[src/rtl/key_debounce_capture.sv]
// Key conditioning for the host-polled buttons word: per-key synchronizer,
// debouncer, pressed-level bit and wrapping press counter, packed into 32 bits.
module key_debounce_capture #(
    parameter int unsigned NUM_KEYS        = 4,
    parameter int unsigned CNT_W           = 6,
    parameter int unsigned DEBOUNCE_CYCLES = 500000,
    parameter int unsigned SYNC_STAGES     = 2
) (
    input  logic                clk_clk,
    input  logic                reset_reset_n,
    input  logic [NUM_KEYS-1:0] key_n_i,
    output logic [31:0]         buttons_word_o,
    output logic [NUM_KEYS-1:0] press_pulse_o
);

    localparam int unsigned WORD_W = 32;
    localparam int unsigned LVL_W  = 4;
    localparam int unsigned DC_W   = (DEBOUNCE_CYCLES > 1) ? $clog2(DEBOUNCE_CYCLES) : 1;
    localparam logic [DC_W-1:0] DC_MAX = DC_W'(DEBOUNCE_CYCLES - 1);

    // Refuse to build configurations that cannot be packed into the word
    if (LVL_W + NUM_KEYS * CNT_W > WORD_W) begin : g_word_too_wide
        $fatal(1, "key_debounce_capture: 4 + NUM_KEYS*CNT_W exceeds 32 bits");
    end
    if (NUM_KEYS < 1 || NUM_KEYS > LVL_W) begin : g_bad_num_keys
        $fatal(1, "key_debounce_capture: NUM_KEYS must be 1..4");
    end
    if (SYNC_STAGES < 2) begin : g_bad_sync
        $fatal(1, "key_debounce_capture: SYNC_STAGES must be >= 2");
    end

    logic [SYNC_STAGES-1:0] sync_q    [NUM_KEYS];
    logic [DC_W-1:0]        dc_q      [NUM_KEYS];
    logic [CNT_W-1:0]       pc_q      [NUM_KEYS];
    logic [NUM_KEYS-1:0]    pressed_q;
    logic [NUM_KEYS-1:0]    pulse_q;
    logic [WORD_W-1:0]      word_c;

    // Raw key synchronizer chains; idle (released) level out of reset
    always_ff @(posedge clk_clk or negedge reset_reset_n) begin
        if (!reset_reset_n) begin
            for (int unsigned k = 0; k < NUM_KEYS; k++) begin
                sync_q[k] <= '1;
            end
        end else begin
            for (int unsigned k = 0; k < NUM_KEYS; k++) begin
                sync_q[k] <= {sync_q[k][SYNC_STAGES-2:0], key_n_i[k]};
            end
        end
    end

    // Debounce, pressed level, press pulse and press counter update together
    always_ff @(posedge clk_clk or negedge reset_reset_n) begin
        if (!reset_reset_n) begin
            pressed_q <= '0;
            pulse_q   <= '0;
            for (int unsigned k = 0; k < NUM_KEYS; k++) begin
                dc_q[k] <= '0;
                pc_q[k] <= '0;
            end
        end else begin
            for (int unsigned k = 0; k < NUM_KEYS; k++) begin
                pulse_q[k] <= 1'b0;
                if (~sync_q[k][SYNC_STAGES-1] == pressed_q[k]) begin
                    dc_q[k] <= '0;
                end else if (dc_q[k] == DC_MAX) begin
                    dc_q[k]      <= '0;
                    pressed_q[k] <= ~pressed_q[k];
                    if (!pressed_q[k]) begin
                        pulse_q[k] <= 1'b1;
                        pc_q[k]    <= pc_q[k] + CNT_W'(1);
                    end
                end else begin
                    dc_q[k] <= dc_q[k] + DC_W'(1);
                end
            end
        end
    end

    // Pack flop outputs into the status word; no logic between flops and pins
    always_comb begin
        word_c                 = '0;
        word_c[NUM_KEYS-1:0]   = pressed_q;
        for (int unsigned k = 0; k < NUM_KEYS; k++) begin
            word_c[LVL_W + k*CNT_W +: CNT_W] = pc_q[k];
        end
    end

    assign buttons_word_o = word_c;
    assign press_pulse_o  = pulse_q;

endmodule

[config.mk]
export PLATFORM = sky130hd
export DESIGN_NAME = key_debounce_capture
export DESIGN_NICKNAME = d
export VERILOG_FILES = /design/src/rtl/key_debounce_capture.sv
export SDC_FILE = /design/constraint.sdc
export NUM_CORES = 1
export LEC_CHECK = 0
export ABC_AREA = 1
export CAP_MARGIN = 20
export CORE_MARGIN = 2
export CORE_UTILIZATION = 34
export CTS_BUF_LIST = sky130_fd_sc_hd__clkbuf_4 sky130_fd_sc_hd__clkbuf_8 sky130_fd_sc_hd__clkbuf_16
export DETAILED_ROUTE_END_ITERATION = 8
export PLACE_DENSITY = 0.49
export SLEW_MARGIN = 40
export SYNTH_ARGS = -nofsm -noshare
export SYNTH_HDL_FRONTEND = slang
export SYNTH_SLANG_ARGS = --single-unit
[constraint.sdc]
create_clock -name clk_clk -period 1.95 [get_ports clk_clk]
set_input_delay 0.195 -clock clk_clk [delete_from_list [all_inputs] [get_ports clk_clk]]
set_output_delay 0.195 -clock clk_clk [all_outputs]
set_load 0.01 [all_outputs]
==> results.py <==
metrics = {
    "critical_path": {
        "crit_fanout": 4,
        "cp_top_family": "buffers and inverters",
        "required_ps": 1750,
        "crit_buf_inv": 1,
        "cpPeakStageDelay_ps": 650,
        "r2r_end": "buttons_word_o[16]",
        "worstSetupEndpoint": "buttons_word_o[5]",
        "cp-end-kind": "primary output",
        "arrival_ps": 1540,
        "worstPathCellList": "clkdlybuf4s50_1",
        "r2r_cells": 8,
        "crit_type": "flip-flop to primary output",
        "cp_num_cells": 1,
        "worst_path_max_delay_cell": "clkdlybuf4s50_1",
        "cp-startpoint": "buttons_word_o[5]",
        "reg2reg_slack_ps": 350,
        "worst_setup_path_start_kind": "flip-flop",
        "r2r_start": "dc_q[19]",
    },
    "sta": {
        "period_share": 0.8903,
        "clock_skew_ps": 23.07,
        "setup_viol": 0,
        "max_freq_ghz": 0.5760,
        "worst_pin_slew_ps": 650.7,
        "max_slew_margin": 0.5662,
        "grt_setup_unrepaired": "no",
        "final-max-slew-violation-count": 0,
        "setup_tns_ps": 0,
        "min_period_ps": 1736,
        "finalHoldViolCount": 0,
    },
    "place": {
        "place_inst": 1103,
        "hpwl_mm": 9.517,
        "portBuffers": 37,
        "place.gp.congestion": 0.8047,
    },
    "layout": {
        "final_util": 0.4104,
        "nNetsFinal": 903,
        "antenna_cells": 0,
        "instances_no_fill": 1136,
        "syn_to_final_growth_pct": 19.60,
        "layout_common_cells": "219 x nand2_1, 159 x nor2_1, 108 x dfrtp_1, 106 x inv_1, 47 x nand3_1",
        "drive_gt1_frac": 0.1208,
        "final_common_cell": "nand2_1",
    },
    "synth": {
        "yosysTopAreaCell": "dfrtp_1",
        "synth_flop_cell": "dfrtp_1",
        "ys_seq_elements": 116,
        "yosysWarningCount": 0,
        "syn_area_per_cell_um2": 7.654,
        "yosysTopAreaCellShare": 0.4239,
        "netlist_instances": 833,
        "syn_area_mm2": 0.006376,
        "synth_cell_types": 35,
        "synth_edf_count": 0,
        "async_flop_share": 1.000,
        "ys_seq_area_frac": 0.4568,
        "synthTopCellsByArea": "dfrtp_1 42%, nand2_1 13%, nor2_1 9.4%",
    },
    "clocking": {
        "cts_buffers": 17,
        "cts_root_buf": "clkbuf_16",
        "cts_resized": 0,
        "cts_tree": "done",
        "clk_latency_ps": 420,
        "htree_levels": 4,
        "cts_buffer_depth": 2,
        "path_clk_slew_ps": 50,
        "cts_sinks": 116,
    },
    "die": {
        "dieArea_mm2": 0.01986,
        "initial_core_util": 0.3432,
        "io_pins": 42,
        "core-area_mm2": 0.01858,
        "die_w_um": 140.9,
        "rows": 50,
        "die_y_um": 140.9,
    },
    "route": {
        "dr.pass1.iters": 5,
        "wl_per_cell_um": 11.81,
        "vias": 5063,
        "antenna_left": 0,
        "drt_wl_total_mm": 13.41,
        "drt_iter0_drc": 295,
        "viasPerCell": 4.457,
        "drc_errors": 0,
    },
    "global_route": {
        "gr-total-overflow": 0,
        "first_global_vias": 4973,
        "grt_usage": 0.1489,
        "grt_pass1_wl_mm": 23.69,
        "grt_max_degree": 117,
        "antenna_found_initial": 0,
    },
    "run_status": {
        "outcome": "finished clean",
    },
    "power": {
        "irDropWorstVdd_mv": 0.5992,
        "power_mw": 5.704,
        "p_per_area_mw_per_mm2": 747.9,
        "power.leakage_nw": 3.463,
    },
    "flow_run": {
        "maxCapViolCount": 0,
    },
    "worst_hold_path": {
        "min_path_type": "input pin to flip-flop",
        "holdPathStages": 1,
    },
}
==> worst min path at each step <==
| stage | start | to | slack [ps] |
|---|---|---|---|
| 6_report | key_n_i[2] | sync_q[2] | 190 |
| 5_1_grt | key_n_i[2] | sync_q[2] | 160 |
| 4_1_cts | key_n_i[2] | sync_q[2] | 170 |
| 3_5_place_dp | reset_reset_n | buttons_word_o[13] | 350 |
| 3_3_place_gp | reset_reset_n | dc_q[40] | 350 |
| 2_1_floorplan | reset_reset_n | buttons_word_o[10] | -100 |
==> flip-flops by register name, summed over array words and instances, names as in the netlist <==
name            flops
dc_q               76
buttons_word_o     24
sync_q              8
press_pulse_o       4
pressed_q           4
==> layer usage <==
layer  track usage  up-vias  wire [µm]
met3       0.03974        4        449
met1        0.2016     2298       6844
met2        0.2321       67       6033
met4       0.05000        0         87
li1              -     2694          -
met5             0        -          0
==> metrics by stage <==
step | setup WS (ps) | area (µm²) | hold WS, ps
finish | 213.8 | 7626 | 194.4
floorplan | 589.4 | 6387 | -100.6
CTS | 179.9 | 7626 | 165.6
global placement | 379.3 | 7034 | 345.4
global route | 157.1 | 7626 | 164.9
detailed placement | 351.5 | 7034 | 346.8
==> synthesized netlist by cell type, types with 9 or more instances <==
cell type	instances
nand3_1	47
xor2_1	26
nand4_1	23
a21oi_1	9
nor2_2	17
dfrtp_1	108
inv_1	106
nor2_4	15
nor3_1	19
nor2_1	159
nand2_1	219
==> final cells by class <==
cell class	instances	area [µm²]
Clock inverter	9	105.1
Timing Repair Buffer	42	420.4
Sequential cell	116	2913
Fill cell	1884	10950
Clock buffer	23	476.7
Multi-Input combinational cell	595	2975
Tap cell	234	292.8
Inverter	117	442.9
==> power breakdown <==
group          switching, mW  internal [mW]
Clock                   1.09           1.98
Combinational          0.122         0.0518
Sequential            0.0227           2.45
==> logic make-up after synthesis <==
family / count (synthesis) / synth area share
other cells: 1 / 0.0005881
xor+xnor: 33 / 0.04533
flops: 116 / 0.4568
compound gates: 26 / 0.02237
fa+ha+maj: 8 / 0.01570
simple gates: 524 / 0.3809
buf+inv: 125 / 0.07830
==> what timing repair did <==
| item | in CTS | in global routing |
|---|---|---|
| hold buffers | 1 | 0 |
| hold endpoints to repair | 108 | 0 |
| setup buffers | 0 | 0 |
| endpoints found under the setup margin | 0 | 0 |
(Power assumes the default switching activity.)
